**config.mk**
```make
export PLATFORM = sky130hd
export DESIGN_NAME = dmem_lsu
export DESIGN_NICKNAME = d
export VERILOG_FILES = /design/src/rtl/dmem_lsu_pkg.sv /design/src/rtl/dmem_lane_align.sv /design/src/rtl/dmem_lsu.sv
export SDC_FILE = /design/constraint.sdc
export NUM_CORES = 1
export LEC_CHECK = 0
export ABC_AREA = 0
export CORE_MARGIN = 3
export CORE_UTILIZATION = 42
export DETAILED_ROUTE_END_ITERATION = 10
export PLACE_DENSITY = 0.84
export SETUP_SLACK_MARGIN = 0.4
export SLEW_MARGIN = 20
export SYNTH_ARGS = -nofsm -noshare
export SYNTH_HDL_FRONTEND = slang
export SYNTH_SLANG_ARGS = --single-unit
```
**constraint.sdc**
```tcl
create_clock -name clk -period 2.61 [get_ports clk]
set_input_delay 0.261 -clock clk [delete_from_list [all_inputs] [get_ports clk]]
set_output_delay 0.261 -clock clk [all_outputs]
set_load 0.01 [all_outputs]
```
**src/rtl/dmem_lsu_pkg.sv**
```systemverilog
// Shared definitions for the data-memory load/store unit.
//   SZ_*          : req_size encodings (SZ_RSVD is rejected as an error)
//   state_e       : LSU control states
//   is_misaligned : 1 when a half/word access is not naturally aligned
package dmem_lsu_pkg;

   localparam logic [1:0] SZ_BYTE = 2'b00;
   localparam logic [1:0] SZ_HALF = 2'b01;
   localparam logic [1:0] SZ_WORD = 2'b10;
   localparam logic [1:0] SZ_RSVD = 2'b11;

   typedef enum logic [1:0] {IDLE, ACCESS, MERGE_WR, RESP} state_e;

   function automatic logic is_misaligned(input logic [1:0] size, input logic [1:0] addr_lo);
      case (size)
         SZ_HALF: return addr_lo[0];
         SZ_WORD: return addr_lo != 2'b00;
         default: return 1'b0;
      endcase
   endfunction

endpackage

```
**src/rtl/dmem_lane_align.sv**
```systemverilog
// Combinational lane steering for the LSU (little-endian).
//   word        : word currently read from memory
//   addr_lo     : byte offset within the word
//   size        : access size (SZ_BYTE / SZ_HALF / SZ_WORD)
//   uns         : 1 = zero-extend loads, 0 = sign-extend
//   wdata       : right-aligned store data
//   load_ext    : selected lane, extended to 32 bits
//   merged_word : word with the target lane replaced by wdata
module dmem_lane_align
   import dmem_lsu_pkg::*;
(
   input  logic [31:0] word,
   input  logic [1:0]  addr_lo,
   input  logic [1:0]  size,
   input  logic        uns,
   input  logic [31:0] wdata,
   output logic [31:0] load_ext,
   output logic [31:0] merged_word
);

   logic [7:0]  byte_sel;
   logic [15:0] half_sel;

   assign byte_sel = word[{addr_lo, 3'b000} +: 8];
   assign half_sel = word[{addr_lo[1], 4'b0000} +: 16];

   always_comb begin
      load_ext = word;
      case (size)
         SZ_BYTE: load_ext = {{24{~uns & byte_sel[7]}}, byte_sel};
         SZ_HALF: load_ext = {{16{~uns & half_sel[15]}}, half_sel};
         default: load_ext = word;
      endcase
   end

   always_comb begin
      merged_word = word;
      case (size)
         SZ_BYTE: merged_word[{addr_lo, 3'b000} +: 8] = wdata[7:0];
         SZ_HALF: merged_word[{addr_lo[1], 4'b0000} +: 16] = wdata[15:0];
         default: merged_word = wdata;
      endcase
   end

endmodule

```
**src/rtl/dmem_lsu.sv**
```systemverilog
// Load/store unit for the MEM stage, driving a word-only data memory.
//   clk, reset           : clock, synchronous active-high reset
//   req_*                : pipeline request (valid/ready handshake)
//   resp_valid/rdata/err : one-cycle completion pulse with load data or error
//   mem_write/read/addr/din, mem_dout : memory port (dout is combinational)
// Sub-word stores are read-modify-write: ACCESS reads the old word, MERGE_WR writes it back.
module dmem_lsu
   import dmem_lsu_pkg::*;
#(
   parameter int unsigned MEM_AW = 10
) (
   input  logic        clk,
   input  logic        reset,
   input  logic        req_valid,
   output logic        req_ready,
   input  logic        req_we,
   input  logic [1:0]  req_size,
   input  logic        req_unsigned,
   input  logic [31:0] req_addr,
   input  logic [31:0] req_wdata,
   output logic        resp_valid,
   output logic [31:0] resp_rdata,
   output logic        resp_err,
   output logic        mem_write,
   output logic        mem_read,
   output logic [31:0] mem_addr,
   output logic [31:0] mem_din,
   input  logic [31:0] mem_dout
);

   state_e              state_q, state_d;
   logic                we_q, we_d;
   logic [1:0]          size_q, size_d;
   logic                uns_q, uns_d;
   logic [MEM_AW+1:0]   addr_q, addr_d;
   logic [31:0]         wdata_q, wdata_d;
   logic                err_q, err_d;
   logic [31:0]         rdata_q, rdata_d;
   logic [31:0]         merged_q, merged_d;

   logic [31:0]         load_ext;
   logic [31:0]         merged_word;

   // Address bits above the memory range alias and are deliberately dropped.
   logic                unused_addr_hi;
   assign unused_addr_hi = ^req_addr[31:MEM_AW+2];

   dmem_lane_align u_lane_align (
      .word        (mem_dout),
      .addr_lo     (addr_q[1:0]),
      .size        (size_q),
      .uns         (uns_q),
      .wdata       (wdata_q),
      .load_ext    (load_ext),
      .merged_word (merged_word)
   );

   assign mem_addr = {{(32 - MEM_AW){1'b0}}, addr_q[MEM_AW+1:2]};

   always_comb begin
      state_d    = state_q;
      we_d       = we_q;
      size_d     = size_q;
      uns_d      = uns_q;
      addr_d     = addr_q;
      wdata_d    = wdata_q;
      err_d      = err_q;
      rdata_d    = rdata_q;
      merged_d   = merged_q;
      req_ready  = 1'b0;
      resp_valid = 1'b0;
      resp_err   = 1'b0;
      resp_rdata = rdata_q;
      mem_read   = 1'b0;
      mem_write  = 1'b0;
      mem_din    = '0;

      unique case (state_q)
         IDLE: begin
            req_ready = 1'b1;
            if (req_valid) begin
               we_d    = req_we;
               size_d  = req_size;
               uns_d   = req_unsigned;
               addr_d  = req_addr[MEM_AW+1:0];
               wdata_d = req_wdata;
               rdata_d = '0;
               err_d   = (req_size == SZ_RSVD) || is_misaligned(req_size, req_addr[1:0]);
               state_d = err_d ? RESP : ACCESS;
            end
         end
         ACCESS: begin
            if (!we_q) begin
               mem_read = !reset;
               rdata_d  = load_ext;
               state_d  = RESP;
            end else if (size_q == SZ_WORD) begin
               mem_write = !reset;
               mem_din   = wdata_q;
               state_d   = RESP;
            end else begin
               // Sub-word store: fetch old word and capture the merge for next cycle.
               mem_read = !reset;
               merged_d = merged_word;
               state_d  = MERGE_WR;
            end
         end
         MERGE_WR: begin
            mem_write = !reset;
            mem_din   = merged_q;
            state_d   = RESP;
         end
         RESP: begin
            resp_valid = !reset;
            resp_err   = !reset && err_q;
            state_d    = IDLE;
         end
         default: state_d = IDLE;
      endcase
   end

   always_ff @(posedge clk) begin
      if (reset) begin
         state_q  <= IDLE;
         we_q     <= 1'b0;
         size_q   <= SZ_BYTE;
         uns_q    <= 1'b0;
         addr_q   <= '0;
         wdata_q  <= '0;
         err_q    <= 1'b0;
         rdata_q  <= '0;
         merged_q <= '0;
      end else begin
         state_q  <= state_d;
         we_q     <= we_d;
         size_q   <= size_d;
         uns_q    <= uns_d;
         addr_q   <= addr_d;
         wdata_q  <= wdata_d;
         err_q    <= err_d;
         rdata_q  <= rdata_d;
         merged_q <= merged_d;
      end
   end

endmodule

```
==> metrics.txt <==
Crit path required time about 2.4 ns; DIE AREA between 15000 and 20000 µm²; hold crit path type input port to register; area of the mapped netlist 6260 µm²; RSZ-0062 raised after global routing yes; crit-path cells inv_2, ha_4, nand2_4, nor2_4, buf_4, buf_12, a22oi_1, nor2b_1, dlygate4sd2_1; grt ovf 0; Max transition margin 53.7%; CTS clk-pin slew, worst paths roughly 0.050 ns; Critical Path End Type output port; share of cells above drive strength 1 between 10% and 20%; antenna fix cells 0; Worst Path Arrival approximately 2 ns; # nets final between 1000 and 1500; Synth cell types 50; clock share of power 35.4%; commonest non-fill, non-tap cell in the layout nand2_1; Area Growth Syn to Fin 37.6%; WS Path Type register to output port; IO buf count about 160; Iter 0 DRT Violations ~570; core area between 10000 and 15000 µm²; global-route wire length before repair roughly 33 mm; Tmin final roughly 2.3 ns; clock buffer depth 2; MaxCap Viol Count 0; final setup violation count 0; Post-synth ARST share 0%; Switching Share about a third; Final ANT Viol Nets 0; CTS Buf Count 17; combinational cell fraction of total power roughly a third; largest net degree at the start of global routing 55; vias in the first global route ~6200; initial cell density of the core between 40% and 50%; Post-synth EDFFs 0; Worst path slowest cell dfxtp_2; Wirelength per Cell 19.6 µm; final setup TNS 0 ns; worst-path maximum fanout 17; GR Util All Layers roughly a quarter; #FFs+latches synth approximately 120; via/cell ratio about 6; H-tree depth 4; CTS sink count 115; antenna violations before repair 0; cells after synthesis about 800; sequential power share about 31%; most frequent cells in the layout nand2_1, clkdlybuf4s50_1, dfxtp_1, a21oi_1, nor2_1; Pleak ~3.2 nW; I/O pins around 200; Root Buffer clkbuf_16; Filler Cell Count 1241; slowest stage delay, CP 0.33 ns; final WL 21.8 mm; Slew @ Worst Pin roughly 0.7 ns; Clock Skews about 0.0068 ns; CP Launch Type register; Max Slew Vio Count 0; Most used DFF post-synth dfxtp_1; Die X 128 µm; WHS roughly 0.25 ns; synth warn 0; DPL Wire Length 14.7 mm; routability congestion estimate around 0.92; Rows 44; status finished, final reports clean; post-layout util 59.1%; post-route cell area approximately 8600 µm²; DRC 0; Final period util between 80 and 90%; drt first pass iters 5; Max Clk Rate roughly 440 MHz; Die Ht approximately 130 µm; register area share after synthesis between 30% and 40%; clk_lat worst skew roughly 0.42 ns; P per Cell Area between 800 and 900 nW/µm²; Syn Area/Cell 8.04 µm²; VDD IR-drop max about 540 µV; Placed Instance Area a little under 8000 µm²; Pint between 4 and 5 mW; routed vias approximately 6600; Hold Fails Final Rpt 0; TritonCTS clock tree built; P_sw 2.51 mW
-- state kept, by name, indices dropped and copies added, names as in the netlist --
| name | cells |
|---|---|
| uns_q | 1 |
| size_q | 2 |
| state_q | 2 |
| merged_q | 32 |
| we_q | 1 |
| err_q | 1 |
| wdata_q | 32 |
| resp_rdata | 32 |
| addr_q | 12 |
-- worst paths after layout --
kind                    from      endpoint  slack, ns  depth (start not counted)
setup / recovery  state_q[1]   mem_din[15]       0.35                          9
hold / removal         reset    addr_q[10]       0.25                          2
setup reg to reg   addr_q[1]  merged_q[28]       0.52                          6
hold reg to reg   addr_q[10]    addr_q[10]       0.45                          2
-- repair_timing --
item	in CTS	in global routing
hold endpoints to repair	0	0
pin swaps	3	3
endpoints found under the setup margin	60	51
gates cloned	2	0
gates resized for setup	78	67
hold buffers	0	0
buffers inserted	8	0
-- cell type report --
cell class	count	area, µm²	area share, %
clock inverter	11	205	2.38
sequential	115	2310	26.8
inverter	19	72.6	0.842
multi-input combinational	571	3580	41.6
timing repair buffer	189	1760	20.4
tap	184	230	2.67
clock buffer	21	460	5.34
-- cells in the mapped netlist (all sizes together), types with 10 or more instances --
cell | number | share of area, %
a221o | 16 | 2.6
ha | 12 | 2.4
inv | 18 | 1.1
nor3 | 13 | 1.0
a22oi | 33 | 4.0
a221oi | 35 | 4.9
nand2 | 147 | 8.8
a21oi | 57 | 4.6
nor2 | 53 | 3.3
o2bb2ai | 15 | 2.1
buf | 57 | 5.9
o21ai | 25 | 2.0
a311oi | 16 | 2.2
a22o | 11 | 1.5
nor2b | 45 | 4.5
a211oi | 10 | 1.3
dfxtp | 115 | 37
clkbuf | 38 | 2.3
-- per-layer routing --
metal	share of wire (%)	GRT usage [%]	up-vias
li1	-	-	3030
met1	38	31.4	3044
met2	46	41.7	383
met3	11	8.38	95
met4	4.5	12.6	0
met5	0	0	-
-- critical path, delay by kind of cell (launching register included) --
kind            cells  cell delay, ns
compound gates      1            0.25
fa+ha+maj           1            0.17
buf+inv             4            0.63
flops               1            0.33
simple gates        3            0.20
-- per-stage QoR --
step	cells	total power, mW	setup slack, ns
6_report	1110	7.46	0.347
5_1_grt	1110	7.81	0.303
4_1_cts	1110	7.41	0.214
3_5_place_dp	1068	4.67	0.244
3_3_place_gp	1068	4.62	0.336
2_1_floorplan	800	3.82	0.442
-- power by group through the flow --
stage / Clock (mW) / Sequential [mW] / Combinational (mW)
after floorplan: 0 / 2.29 / 1.53
after global placement: 0 / 2.32 / 2.30
after detailed placement: 0 / 2.33 / 2.34
after CTS: 2.67 / 2.31 / 2.43
after global routing: 2.75 / 2.36 / 2.70
final: 2.64 / 2.34 / 2.48
-- logic make-up (layout without fill, tap and decap cells) --
logic type | Yosys count | after routing | synth area share [%]
simple gates | 287 | 287 | 21.2
compound gates | 239 | 239 | 27.7
flops | 115 | 115 | 36.7
buf+inv | 114 | 240 | 9.35
fa+ha+maj | 12 | 12 | 2.40
mux | 11 | 11 | 2.60
other cells | 1 | 22 | 0.0599
Note: power is estimated with default switching activity, not from simulation.
